<file path="config.mk">
export PLATFORM = sky130hd
export DESIGN_NAME = priority_event_scheduler
export DESIGN_NICKNAME = d
export VERILOG_FILES = /design/src/rtl/prio_pkg.sv /design/src/rtl/prio_find_msb.sv /design/src/rtl/priority_event_scheduler.sv
export SDC_FILE = /design/constraint.sdc
export NUM_CORES = 1
export LEC_CHECK = 0
export ABC_AREA = 1
export ABC_CLOCK_PERIOD_IN_PS = 1450
export BUFFER_PORTS_ARGS = -buffer_cell sky130_fd_sc_hd__clkbuf_2
export CAP_MARGIN = 15
export CORE_ASPECT_RATIO = 1.4
export CORE_MARGIN = 2
export CORE_UTILIZATION = 43
export CTS_CLUSTER_SIZE = 40
export DETAILED_ROUTE_END_ITERATION = 16
export PLACE_DENSITY = 0.77
export RECOVER_POWER = 100
export SYNTH_ARGS = -nofsm -noshare
export SYNTH_HDL_FRONTEND = slang
export SYNTH_SLANG_ARGS = --single-unit
export TNS_END_PERCENT = 50
</file>
<file path="constraint.sdc">
create_clock -name clk -period 1.45 [get_ports clk]
set_clock_uncertainty 0.1 [all_clocks]
set_input_delay 0.0725 -clock clk [delete_from_list [all_inputs] [get_ports clk]]
set_output_delay 0.0725 -clock clk [all_outputs]
set_load 0.05 [all_outputs]
</file>
<file path="src/rtl/prio_pkg.sv">
// Shared constants and helpers for the priority event scheduler.
package prio_pkg;

    // Selection modes for the RR parameter
    localparam int PRIO_FIXED = 0;
    localparam int PRIO_RR    = 1;

    // Index width for n entries, never less than one bit
    function automatic int clog2_safe(input int n);
        int r;
        r = 1;
        for (int i = 1; i < 32; i++) begin
            if ((1 << i) < n) r = i + 1;
        end
        return r;
    endfunction

endpackage

</file>
<file path="src/rtl/prio_find_msb.sv">
// Combinational highest-set-bit finder.
module prio_find_msb
    import prio_pkg::*;
#(
    parameter int N     = 8,
    parameter int IDX_W = clog2_safe(N)
) (
    input  logic [N-1:0]     vec,
    output logic             found,
    output logic [IDX_W-1:0] idx
);

    // Scan upwards so the last (highest) set bit wins
    always_comb begin
        found = 1'b0;
        idx   = '0;
        for (int i = 0; i < N; i++) begin
            if (vec[i]) begin
                found = 1'b1;
                idx   = IDX_W'(i);
            end
        end
    end

endmodule

</file>
<file path="src/rtl/priority_event_scheduler.sv">
// Sticky event capture with fixed-priority or round-robin presentation
// of one pending source index at a time on a registered valid/ready port.
//
// Handshake: out_valid/out_idx are registers. An index is transferred on a
// rising edge where out_valid && out_ready. While out_valid=1 and
// out_ready=0 both out_valid and out_idx hold. The output register reloads
// whenever it is empty or being accepted (load = !out_valid || out_ready),
// so back-to-back transfers occur with out_ready held high.
module priority_event_scheduler
    import prio_pkg::*;
#(
    parameter int N     = 8,
    parameter int IDX_W = clog2_safe(N),
    parameter int RR    = PRIO_FIXED
) (
    input  logic             clk,
    input  logic             rst_n,
    input  logic [N-1:0]     req_in,
    input  logic             out_ready,
    output logic             out_valid,
    output logic [IDX_W-1:0] out_idx,
    output logic [N-1:0]     pending,
    output logic             overflow
);

    logic             load;
    logic             sel_found;
    logic [IDX_W-1:0] sel_idx;
    logic [N-1:0]     clr_mask;

    assign load = !out_valid || out_ready;

    if (RR == PRIO_RR) begin : g_rr
        logic [IDX_W-1:0] rr_ptr;
        logic [N-1:0]     below_mask;
        logic             low_found;
        logic [IDX_W-1:0] low_idx;
        logic             all_found;
        logic [IDX_W-1:0] all_idx;

        // Bits strictly below the last served index are searched first
        always_comb begin
            below_mask = '0;
            for (int i = 0; i < N; i++) begin
                below_mask[i] = (IDX_W'(i) < rr_ptr);
            end
        end

        prio_find_msb #(.N(N), .IDX_W(IDX_W)) u_low (
            .vec   (pending & below_mask),
            .found (low_found),
            .idx   (low_idx)
        );

        prio_find_msb #(.N(N), .IDX_W(IDX_W)) u_all (
            .vec   (pending),
            .found (all_found),
            .idx   (all_idx)
        );

        assign sel_found = low_found || all_found;
        assign sel_idx   = low_found ? low_idx : all_idx;

        // Remember the last loaded index as the rotation point
        always_ff @(posedge clk or negedge rst_n) begin
            if (!rst_n) begin
                rr_ptr <= '0;
            end else if (load && sel_found) begin
                rr_ptr <= sel_idx;
            end
        end
    end else begin : g_fixed
        prio_find_msb #(.N(N), .IDX_W(IDX_W)) u_msb (
            .vec   (pending),
            .found (sel_found),
            .idx   (sel_idx)
        );
    end

    // One-hot of the index leaving pending this cycle
    always_comb begin
        clr_mask = '0;
        if (load && sel_found) clr_mask[sel_idx] = 1'b1;
    end

    // Pending capture: new events win over a same-cycle clear
    always_ff @(posedge clk or negedge rst_n) begin
        if (!rst_n) begin
            pending  <= '0;
            overflow <= 1'b0;
        end else begin
            pending  <= (pending & ~clr_mask) | req_in;
            overflow <= |(req_in & pending & ~clr_mask);
        end
    end

    // Output register: refill on load, hold under backpressure
    always_ff @(posedge clk or negedge rst_n) begin
        if (!rst_n) begin
            out_valid <= 1'b0;
            out_idx   <= '0;
        end else if (load) begin
            if (sel_found) begin
                out_valid <= 1'b1;
                out_idx   <= sel_idx;
            end else begin
                out_valid <= 1'b0;
            end
        end
    end

endmodule
</file>
* Yosys cells after proc, flatten, opt, wreduce, memory -nomap -nowiden *
Index checks and enable logic that the tools add are counted.

storage, ports and cells
  bits in registers = 42
  input bits = 11
  output and inout bits = 42
  word-level logic and storage cells = 36

cells by class
  magnitude comparators = 2
  multiplexer cells = 19
  bitwise logic cells = 5
  reductions and logical operators = 6

operator list
  operator             count
  $ge 32x1->1 const B  1
  $lt 32x4->1 const B  1
  $and 8x8->8          3
  $mux 3               4
  $mux 1               11
  $mux 8               1
  $not 8->8            1
  $or 8x8->8           1
  $reduce_or 8->1      1
  $mux 2               2
  $demux 1 s3          1
  $logic_and 1x1->1    2
  $reduce_and 2->1     1
  $logic_not 1->1      1
  $logic_or 1x1->1     1

* Longest topological paths before layout *
  depth after elaboration = 15
  depth in mapped cells = 12
  gate-level depth less buffers = 12

* Hierarchy *
A second synthesis with hierarchy kept.

second synthesis, totals
  cell total of the unflattened synthesis = 271
  area total of the unflattened synthesis = 2,143.3 µm²

modules (own cells, without submodules)
  module                    times used  cells each  area an instance (µm²)
  priority_event_scheduler  1           221         1,844.3
  prio_find_msb             1           50          299.0

* Worst setup path before layout *
OpenSTA, ideal clock, no wires.

  path type = register to register
  start = register pending[3]
  end = register overflow
  setup time = 119 ps
  arrival time = 1,409 ps
  path slack = -177 ps
  cell stages (with the launch flop) = 10
  path buffers = 0
  cells stage by stage = dfrtp_1 nor2_1 nand2_1 nor2_4 nor2_8 nand3_2 nand3_2 nand2_1 nor2_1 nand2_1

on the way
  longest elaborated chain between the ends = 13
  elaborated cells between the ends (all ways) = 21
  classes of those cells = order compare (2); mux (13); bitwise (3); reduce/logical (3)

RTL lines
  element                                                                  RTL line                        RTL
  start: declaration                                                       priority_event_scheduler.sv:22  output logic [N-1:0] pending,
  start signal: assignment                                                 priority_event_scheduler.sv:92  pending <= (pending & ~clr_mask) | req_in;
  $mux 2                                                                   prio_find_msb.sv:18             if (vec[i]) begin
  $mux 3 (4 in a row)                                                      prio_find_msb.sv:18
  $ge 32x1->1 (not written as such) / $lt 32x4->1 (equally long branches)  priority_event_scheduler.sv:83  if (load && sel_found) clr_mask[sel_idx] = 1'b1;
  $logic_and 1x1->1 (not written as such)                                  priority_event_scheduler.sv:83
  $mux 1 (not written as such)                                             priority_event_scheduler.sv:83
  $demux 1 s3                                                              priority_event_scheduler.sv:83
  $mux 8                                                                   priority_event_scheduler.sv:83
  $not 8->8                                                                priority_event_scheduler.sv:93  overflow <= |(req_in & pending & ~clr_mask);
  $and 8x8->8 (*)                                                          priority_event_scheduler.sv:93
  $reduce_or 8->1 (*)                                                      priority_event_scheduler.sv:93
  end signal: assignment                                                   priority_event_scheduler.sv:93
  end: declaration                                                         priority_event_scheduler.sv:23  output logic overflow

Every way passes the cells marked *; elsewhere a longest branch is shown, timed or not.
A chain may end at the register's enable or synchronous reset.

* Worst setup path after layout *
  start = register pending[2]
  end = register overflow

on the way
  longest elaborated chain between the ends = 14
  elaborated cells between the ends (all ways) = 23
  classes of those cells = order compare (2); mux (15); bitwise (3); reduce/logical (3)

RTL lines
  element                                                                  RTL line
  $mux 2 (2 in a row)                                                      prio_find_msb.sv:18
  $mux 3 (4 in a row)                                                      prio_find_msb.sv:18
  $ge 32x1->1 (not written as such) / $lt 32x4->1 (equally long branches)  priority_event_scheduler.sv:83
  $logic_and 1x1->1 (not written as such)                                  priority_event_scheduler.sv:83
  $mux 1 (not written as such)                                             priority_event_scheduler.sv:83
  $demux 1 s3                                                              priority_event_scheduler.sv:83
  $mux 8                                                                   priority_event_scheduler.sv:83
  $not 8->8                                                                priority_event_scheduler.sv:93
  $and 8x8->8 (*)                                                          priority_event_scheduler.sv:93
  $reduce_or 8->1 (*)                                                      priority_event_scheduler.sv:93

Marks and branches as above.

==> flow_summary.json <==
{
  "drv_cap": 0,
  "crit_top_cell": "nand2_1",
  "endpoint_kind": "flop",
  "min_path_cells": 4,
  "portBuffers": 23,
  "ys_ff_latch": 13,
  "grt_pass1_wl_mm": 2.50,
  "gp_congestion": 0.793,
  "io_pins": 53,
  "reg2regPathDepth": 12,
  "drtIter0Drc": 17,
  "grt-busiest-layer": "met2",
  "cts_tree": "yes",
  "avgSynthCellArea_sq_um": 8.01,
  "die_h_um": 59.2,
  "yosys_warnings": 0,
  "fin_util": 0.524,
  "finalCriticalPeriod_ns": 1.40,
  "required_ns": 1.53,
  "start_util": 0.441,
  "critPathLaunchType": "flop",
  "grt_max_degree": 14,
  "grt_pass1_vias": 626,
  "ant_nets": 0,
  "cp_slowest_cell": "dfrtp_2",
  "cts_root_buf": "clkbuf_4",
  "yosysUniqueCellTypes": 19,
  "power_mw": 0.924,
  "worst_pin_slew_ns": 0.711,
  "yosys.area_share.simple": 0.287,
  "path_clk_slew_ns": 0.08,
  "use_met2": 0.224,
  "rsz0062_at_grt": "yes",
  "post-route-period-util": 0.968,
  "critPathMaxFanout": 3,
  "synth_top_family_by_area": "buffers and inverters",
  "power.density_nw_per_um2": 829,
  "numCtsBuffers": 3,
  "layout-drive-gt1-share": 0.314,
  "h-tree-depth": 1,
  "muxShareOfSynthArea": 0,
  "critPathArrivalTime_ns": 1.49,
  "syn2layout_area_growth_pct": 19.0,
  "synthXorXnorAreaFrac": 0,
  "fillers": 208,
  "outcome": "completed",
  "hold_class": "in -> reg",
  "synth_compound_gate_area_share": 0.0734,
  "setup_viol": 0,
  "routedWlPerCell_um": 9.26,
  "max_stage_delay_ns": 0.42,
  "cts_max_path_buffers": 2,
  "n_antenna_cell": 0,
  "routed_wl_mm": 1.62,
  "grt-ovfl-total": 0,
  "drt-pass1-iter-count": 4,
  "rows": 20,
  "coreArea_sq_um": 2130,
  "antenna_found_initial": 0,
  "synthCells": 117,
  "p_leak_nw": 0.579,
  "die_x_um": 43.5,
  "intPower_mw": 0.533,
  "hpwl_mm": 1.30,
  "ys_seq_area_frac": 0.347,
  "p_comb_frac": 0.336,
  "swShare": 0.423,
  "num_vias": 740,
  "seqPwrFrac": 0.415,
  "vdd.ir_drop.worst_mv": 0.406,
  "clock_latency_ns": 0.29,
  "viasPerCell": 4.23,
  "hold_viol": 0,
  "drc": 0,
  "grt_use_total": 0.132,
  "slew_headroom": 0.526,
  "clock.fmax_ghz": 0.712,
  "power_frac_clock": 0.249,
  "critical_path_class": "reg -> reg",
  "met3_usage": 0.0213,
  "worstPathCellList": "inv_1 > nand2_1 > nand2_1 > nand2_1 > nand2_1 > nand2_2 > nand2_4 > nand3_2 > nand2_1 > inv_1 > nor2_1 > nand2_1",
  "grt_use_met1": 0.148,
  "die-area_sq_um": 2570,
  "syn-cell-area_sq_um": 937,
  "finalMaxSlewViolations": 0,
  "fin_nets": 165,
  "switching_power_mw": 0.391,
  "cts.sinks": 13,
  "synthAdderAreaFrac": 0
}
## what timing repair did
| action | CTS | global route |
|---|---|---|
| gates resized for setup | 1 | 1 |
| hold buffers | 9 | 0 |
| gates cloned | 0 | 0 |
| pin swaps | 1 | 1 |
| buffers inserted | 1 | 0 |
| setup endpoints to repair | 1 | 1 |
| hold endpoints to repair | 22 | 0 |
## path summary, 6_finish.rpt
path	startpoint	end	slack, ns
min in group asynchronous	rst_n	overflow	0.24
setup reg to reg	pending[2]	overflow	0.05
setup / recovery	pending[2]	overflow	0.05
hold reg to reg	out_idx[2]	out_idx[2]	0.38
max in group asynchronous	rst_n	out_valid	0.51
hold / removal	out_ready	out_valid	0.03
## synthesized netlist by cell type
library cell  instances  area [sq um]
buf_4                29           218
nand2_1              26          97.6
dfrtp_1              13           325
inv_1                12          45.0
nor2_1               10          37.5
nand3_2               4          40.0
a21o_1                3          22.5
a31oi_1               3          18.8
nor2_4                3          33.8
inv_2                 2          7.51
nand3_1               2          10.0
o21bai_1              2          15.0
or2_2                 2          12.5
a21oi_1               1          5.00
conb_1                1          3.75
nand2_4               1          11.3
nor2_2                1          6.26
nor2_8                1          20.0
o211ai_1              1          7.51
## power groups by stage
| stage | sequential (mW) | combinational (mW) | clock, mW |
|---|---|---|---|
| final | 0.384 | 0.311 | 0.230 |
| after global routing | 0.385 | 0.329 | 0.257 |
| after CTS | 0.384 | 0.310 | 0.240 |
| after detailed placement | 0.391 | 0.290 | 0 |
| after global placement | 0.391 | 0.288 | 0 |
| after floorplan | 0.427 | 0.272 | 0 |
## cells in the final DEF (no fill, tap or decap), types with 3 or more instances in the layout
master         Yosys  layout
clkbuf_4           0       3
nor2_4             3       4
dfrtp_1           13       4
nand2_1           26      24
a31oi_1            3       3
nor2_1            10       8
clkbuf_2           0      17
dfrtp_2            0       9
conb_1             1      29
a21o_1             3       3
nand3_2            4       4
clkbuf_1           0       7
inv_1             12      12
dlygate4sd3_1      0       9
## critical path: cells and delay by family, from the launching register on
kind	cells	cell delay, ns
buffers and inverters	2	0.09
DFF	1	0.42
and+or+nand+nor	10	0.69
## cells by family (layout without fill, tap and decap cells)
family / Yosys count / in the layout
compound gates: 10 / 10
flops: 13 / 13
buf+inv: 43 / 51
other cells: 1 / 29
simple gates: 50 / 50
## routing by layer
metal  routed length, um  vias up
li1                    -      376
met1                 612      332
met2                 883       27
met3                  82        5
met4                  42        0
met5                   0        -
## metrics by stage
stage               area [sq um]  setup TNS (ns)  hold WS (ns)  setup WS, ns  cells
global placement             991               0        -0.119        0.0447    161
floorplan                   1070               0        -0.323       0.00208    145
CTS                         1120               0        0.0295        0.0222    175
detailed placement           991               0        -0.111       0.00323    161
finish                      1110               0        0.0312        0.0462    175
global route                1110         -0.0634        0.0497       -0.0634    175
## registers in the layout, indices dropped and copies added, names as in the netlist
name and cells:
overflow 1, pending 8, out_valid 1, out_idx 3
## final cells by class
| class | instances | area, sq um | area share |
|---|---|---|---|
| Multi-Input combinational cell | 89 | 467 | 0.419 |
| Timing Repair Buffer | 33 | 205 | 0.184 |
| Tap cell | 22 | 27.5 | 0.0247 |
| Inverter | 14 | 52.6 | 0.0471 |
| Clock buffer | 4 | 26.3 | 0.0236 |
| Sequential cell | 13 | 337 | 0.302 |
Power figures use the tool's default switching activity.
